File: src/rtl/alu_pkg.sv
// Shared constants for the stream multiplexer slice.
// The mode encoding is common to the top level and the bench.
package alu_pkg;

    localparam logic MODE_MANUAL = 1'b0;
    localparam logic MODE_RR     = 1'b1;

endpackage

File: src/rtl/rr_arbiter.sv
// Combinational round-robin arbiter: the first requester after ptr wins, wrapping modulo N.
// It has no state; the caller owns ptr and advances it only on a real transfer.
module rr_arbiter #(
    parameter int unsigned N = 4,
    localparam int unsigned SEL_W = $clog2(N)
) (
    input  logic [N-1:0]     req,
    input  logic [SEL_W-1:0] ptr,
    output logic [N-1:0]     grant,
    output logic [SEL_W-1:0] grant_idx,
    output logic             any_grant
);

    logic [SEL_W-1:0] cand;

    always_comb begin
        grant     = '0;
        grant_idx = '0;
        any_grant = 1'b0;
        cand      = '0;
        // Search order is ptr+1, ptr+2, ..., ptr (ptr itself comes last).
        for (int unsigned k = 1; k <= N; k++) begin
            cand = SEL_W'((32'(ptr) + k) % N);
            if (!any_grant && req[cand]) begin
                any_grant   = 1'b1;
                grant_idx   = cand;
                grant[cand] = 1'b1;
            end
        end
    end

endmodule

File: src/rtl/stream_mux_n_to_1.sv
// N-to-1 valid/ready stream multiplexer with manual or round-robin channel selection.
// A single output register gives 1-cycle latency and full throughput.
module stream_mux_n_to_1
    import alu_pkg::*;
#(
    parameter int unsigned N     = 4,
    parameter int unsigned WIDTH = 4,
    localparam int unsigned SEL_W = $clog2(N)
) (
    input  logic                 clk,
    input  logic                 rst_n,
    input  logic [N*WIDTH-1:0]   in_data,
    input  logic [N-1:0]         in_valid,
    output logic [N-1:0]         in_ready,
    input  logic [SEL_W-1:0]     sel,
    input  logic                 mode,
    output logic [WIDTH-1:0]     out_data,
    output logic [SEL_W-1:0]     out_chan,
    output logic                 out_valid,
    input  logic                 out_ready
);

    logic [WIDTH-1:0] chan_data [N];
    logic [WIDTH-1:0] sel_data;

    logic [SEL_W-1:0] ptr_q;
    logic [WIDTH-1:0] out_data_q;
    logic [SEL_W-1:0] out_chan_q;
    logic             out_valid_q;

    logic [N-1:0]     rr_grant;
    logic [SEL_W-1:0] rr_idx;
    logic             rr_any;

    logic [N-1:0]     man_onehot;
    logic             sel_ok;
    logic [N-1:0]     grant_oh;
    logic [SEL_W-1:0] grant_idx;
    logic             load_en;
    logic             xfer;

    for (genvar g = 0; g < N; g++) begin : g_unpack
        assign chan_data[g] = in_data[g*WIDTH +: WIDTH];
    end

    rr_arbiter #(
        .N(N)
    ) u_rr_arbiter (
        .req       (in_valid),
        .ptr       (ptr_q),
        .grant     (rr_grant),
        .grant_idx (rr_idx),
        .any_grant (rr_any)
    );

    assign load_en = !out_valid_q || out_ready;
    assign sel_ok  = 32'(sel) < N;

    // Manual mode grants sel regardless of in_valid; an out-of-range sel grants nothing.
    always_comb begin
        man_onehot = '0;
        for (int unsigned i = 0; i < N; i++) begin
            man_onehot[i] = (sel == SEL_W'(i));
        end
    end

    always_comb begin
        if (mode == MODE_RR) begin
            grant_oh  = rr_grant;
            grant_idx = rr_idx;
        end else begin
            grant_oh  = sel_ok ? man_onehot : '0;
            grant_idx = sel;
        end
    end

    // Gated by rst_n so no channel sees ready while reset is held.
    assign in_ready = (rst_n && load_en) ? grant_oh : '0;
    assign xfer     = |(in_ready & in_valid);

    always_comb begin
        sel_data = '0;
        for (int unsigned i = 0; i < N; i++) begin
            if (grant_idx == SEL_W'(i)) begin
                sel_data = chan_data[i];
            end
        end
    end

    always_ff @(posedge clk or negedge rst_n) begin
        if (!rst_n) begin
            out_valid_q <= 1'b0;
            out_data_q  <= '0;
            out_chan_q  <= '0;
            ptr_q       <= SEL_W'(N - 1);
        end else if (xfer) begin
            out_valid_q <= 1'b1;
            out_data_q  <= sel_data;
            out_chan_q  <= grant_idx;
            ptr_q       <= grant_idx;
        end else if (load_en) begin
            out_valid_q <= 1'b0;
        end
    end

    assign out_data  = out_data_q;
    assign out_chan  = out_chan_q;
    assign out_valid = out_valid_q;

    a_ready_onehot: assert property (@(posedge clk) disable iff (!rst_n) $onehot0(in_ready));
    a_ready_load:   assert property (@(posedge clk) disable iff (!rst_n)
                                     (in_ready != '0) |-> load_en);

endmodule
File: config.mk
export PLATFORM = sky130hd
export DESIGN_NAME = stream_mux_n_to_1
export DESIGN_NICKNAME = d
export VERILOG_FILES = /design/src/rtl/alu_pkg.sv /design/src/rtl/rr_arbiter.sv /design/src/rtl/stream_mux_n_to_1.sv
export SDC_FILE = /design/constraint.sdc
export NUM_CORES = 1
export LEC_CHECK = 0
export ABC_CLOCK_PERIOD_IN_PS = 3500
export CAP_MARGIN = 30
export CORE_UTILIZATION = 42
export CTS_BUF_LIST = sky130_fd_sc_hd__clkbuf_16
export DETAILED_ROUTE_END_ITERATION = 16
export HOLD_SLACK_MARGIN = 0.15
export PLACE_DENSITY_LB_ADDON = 0.12
export SYNTH_ARGS = -nofsm -noshare
export SYNTH_HDL_FRONTEND = slang
export SYNTH_SLANG_ARGS = --single-unit
File: constraint.sdc
create_clock -name clk -period 3.5 [get_ports clk]
set_input_delay 0.7 -clock clk [delete_from_list [all_inputs] [get_ports clk]]
set_output_delay 0.7 -clock clk [all_outputs]
set_load 0.1 [all_outputs]
==> impl_metrics.json <==
{
  "syn2layout_area_growth_pct": 70.4,
  "rsz0062_at_grt": "false",
  "crit_chain": "dlygate4sd2_1, or3b_2, a211o_1, o21ai_4, a221oi_4, a2bb2oi_2, nor2b_4, buf_12",
  "synth-main-ff-cell": "dfrtp_1",
  "synth_edf_count": 0,
  "skew_ns": 0.00207,
  "place_hpwl_um": 2610,
  "fin_nets": 218,
  "critPathLaunchType": "input port",
  "viasPerCell": 5.92,
  "die_area_um2": 3010,
  "dp_cells": 208,
  "first_global_vias": 1166,
  "drtIter0Drc": 30,
  "synth_top_area_frac": 0.149,
  "clkSinkCount": 9,
  "worstPathMaxFanout": 6,
  "vias": 1260,
  "insertedDiodeCount": 0,
  "clock.fmax_mhz": 295,
  "dieHeight_um": 54.9,
  "core_area_um2": 2570,
  "cts.clk_slew.worst_paths_ns": 0.04,
  "h-tree-depth": 1,
  "drtPass1Iterations": 4,
  "fin_ws_ns": 0.114,
  "switchingPower_w": 0.00100,
  "antenna_found_initial": 0,
  "syn_inst": 124,
  "drc": 0,
  "cpMaxStageDelayCell": "or3b_2",
  "fillCellCount": 187,
  "crit_type": "in2out",
  "mappedNetlistArea_um2": 1170,
  "tns_ns": 0,
  "status": "finished, final reports clean",
  "power.share.switching": 0.514,
  "async_flop_share": 1.00,
  "min_path_type": "reg2reg",
  "pwr-share-clk": 0.102,
  "utilization": 0.779,
  "hold_viol_final": 0,
  "post-route-period-util": 0.968,
  "port-buffer-count": 36,
  "power_leakage_nw": 0.885,
  "grt_pass1_wl_um": 5410,
  "synth_fp_nets": 158,
  "yosys_warnings": 0,
  "synth_commonest_cells": "mux2i_1, ha_1, dfrtp_1, mux2_2, nor2b_1",
  "grt_use_total": 0.250,
  "dp_slack_ns": -0.217,
  "holdBufCountCts": 0,
  "worst_ep_required_time_ns": 2.80,
  "peakVddDrop_mv": 1.04,
  "gp_routability_congestion": 0.836,
  "clock_latency_ns": 0.23,
  "slew_violations": 0,
  "drt_wl_total_um": 3470,
  "synth_cell_type_count": 49,
  "synth-seq-cells": 9,
  "startpoint": "in_valid[3]",
  "wire_per_inst_um": 16.3,
  "reg2reg_from": "ptr_q[1]",
  "drv_cap": 0,
  "ant_nets": 0,
  "synth_most_common_cell": "mux2i_1",
  "ios": 37,
  "fin_crit_ns": 3.39,
  "seq_power_share": 0.101,
  "combPwrFrac": 0.796,
  "synth_seq_area_share": 0.194,
  "grt_max_degree": 17,
  "rows": 18,
  "numCtsBuffers": 3,
  "chipWidth_um": 54.9,
  "slowest_delay_ns": 0.49,
  "grt_overflow": 0,
  "synth.largest_area_cell": "dfrtp_1",
  "synthTopCellsByArea": "dfrtp_1, mux2i_1, ha_1",
  "synth.avg_cell_area_um2": 9.46,
  "drive_above_1_share": 0.339,
  "crit_path_end_kind": "output pin",
  "max-clock-path-buffers": 2,
  "power_density_nw_per_um2": 973,
  "finalSetupViolCount": 0,
  "r2r_setup_slack_ns": 0.34,
  "cts_tree": "done",
  "max_slew_margin": 0.353,
  "fin_hold_ws_ns": 0.508,
  "initial_core_util": 0.457,
  "internal_power_w": 0.000945,
  "arrival_ns": 2.69,
  "stdcell_count": 213,
  "worstMarginPinSlew_ns": 0.967,
  "cts_root_buffer": "clkbuf_16",
  "min_from": "out_chan[0]"
}
## critical path, delay by kind of cell
family / cells / cell delay (ns)
AO/OA/AOI/OAI: 4 / 0.87
AND/OR/NAND/NOR: 2 / 0.63
buffers and inverters: 2 / 0.49
## metrics by stage
step / total power [W] / instance area (um^2)
floorplan: 0.00118 / 1230
global placement: 0.00161 / 1840
detailed placement: 0.00164 / 1840
CTS: 0.00188 / 1950
global route: 0.00204 / 2000
finish: 0.00194 / 2000
## layout by cell type (no fill, tap or decap), types with 3 or more instances in the layout
master | Yosys | layout
clkdlybuf4s50_1 | 0 | 28
buf_4 | 1 | 24
mux2i_1 | 14 | 14
inv_1 | 6 | 7
mux2_2 | 7 | 7
ha_1 | 8 | 7
dfrtp_1 | 7 | 7
nor2b_1 | 7 | 6
o21ai_0 | 6 | 6
nor2_1 | 6 | 5
buf_12 | 0 | 5
a22oi_1 | 4 | 4
nand2_1 | 4 | 4
a21oi_1 | 3 | 3
and3b_1 | 3 | 3
a31oi_4 | 1 | 3
a22o_1 | 3 | 3
and3_1 | 3 | 3
clkbuf_16 | 0 | 3
## power by group through the flow
stage	registers [W]	clock network, W	logic (W)
after floorplan	0.000510	0	0.000670
after detailed placement	0.000197	0	0.00144
after global placement	0.000192	0	0.00142
final	0.000197	0.000199	0.00155
after CTS	0.000198	0.000202	0.00149
after global routing	0.000203	0.000209	0.00163
## layer usage
metal	share of wire	global-route usage	wire (um)	vias up
met5	0	0	0	-
met4	0.0040	0.0299	14	0
met3	0.039	0.0611	137	4
met2	0.51	0.408	1780	52
met1	0.44	0.337	1540	615
li1	-	-	-	589
## logic make-up (layout without fill, tap and decap cells)
kind of cell | Yosys count | in the layout | synth area share
DFF | 9 | 9 | 0.194
and+or+nand+nor | 34 | 34 | 0.179
AOI/OAI and AO/OA | 37 | 37 | 0.264
buffers and inverters | 13 | 72 | 0.0490
muxes | 23 | 23 | 0.228
adders and majority gates | 8 | 8 | 0.0853
## area by class of cell
type / instances / area [um^2] / area share
multi-input combinational: 102 / 1020 / 0.509
timing repair buffer: 62 / 614 / 0.307
sequential: 9 / 228 / 0.114
clock buffer: 3 / 75.1 / 0.0375
tap: 30 / 37.5 / 0.0188
inverter: 6 / 22.5 / 0.0113
clock inverter: 1 / 3.75 / 0.00188
## sequential cells by signal (all words and copies together), names as in the netlist
name       flops
out_chan       2
out_data       4
out_valid      1
ptr_q          2
## worst paths after layout
| kind | end | cells after the start |
|---|---|---|
| max reg2reg | out_data[0] | 11 |
| min | out_chan[0] | 1 |
| min in group asynchronous | out_chan[1] | 2 |
| min reg2reg | out_chan[0] | 1 |
| max in group asynchronous | ptr_q[0] | 2 |
| max | in_ready[3] | 8 |
## timing repair
item                                    in CTS  in global routing
pin swaps                                    0                  2
cloned                                       0                  0
resized for setup                            7                  9
setup buffers                                0                  1
endpoints found under the setup margin       4                  4
hold endpoints to repair                     0                  0
Note: power is estimated with default switching activity, not from simulation.
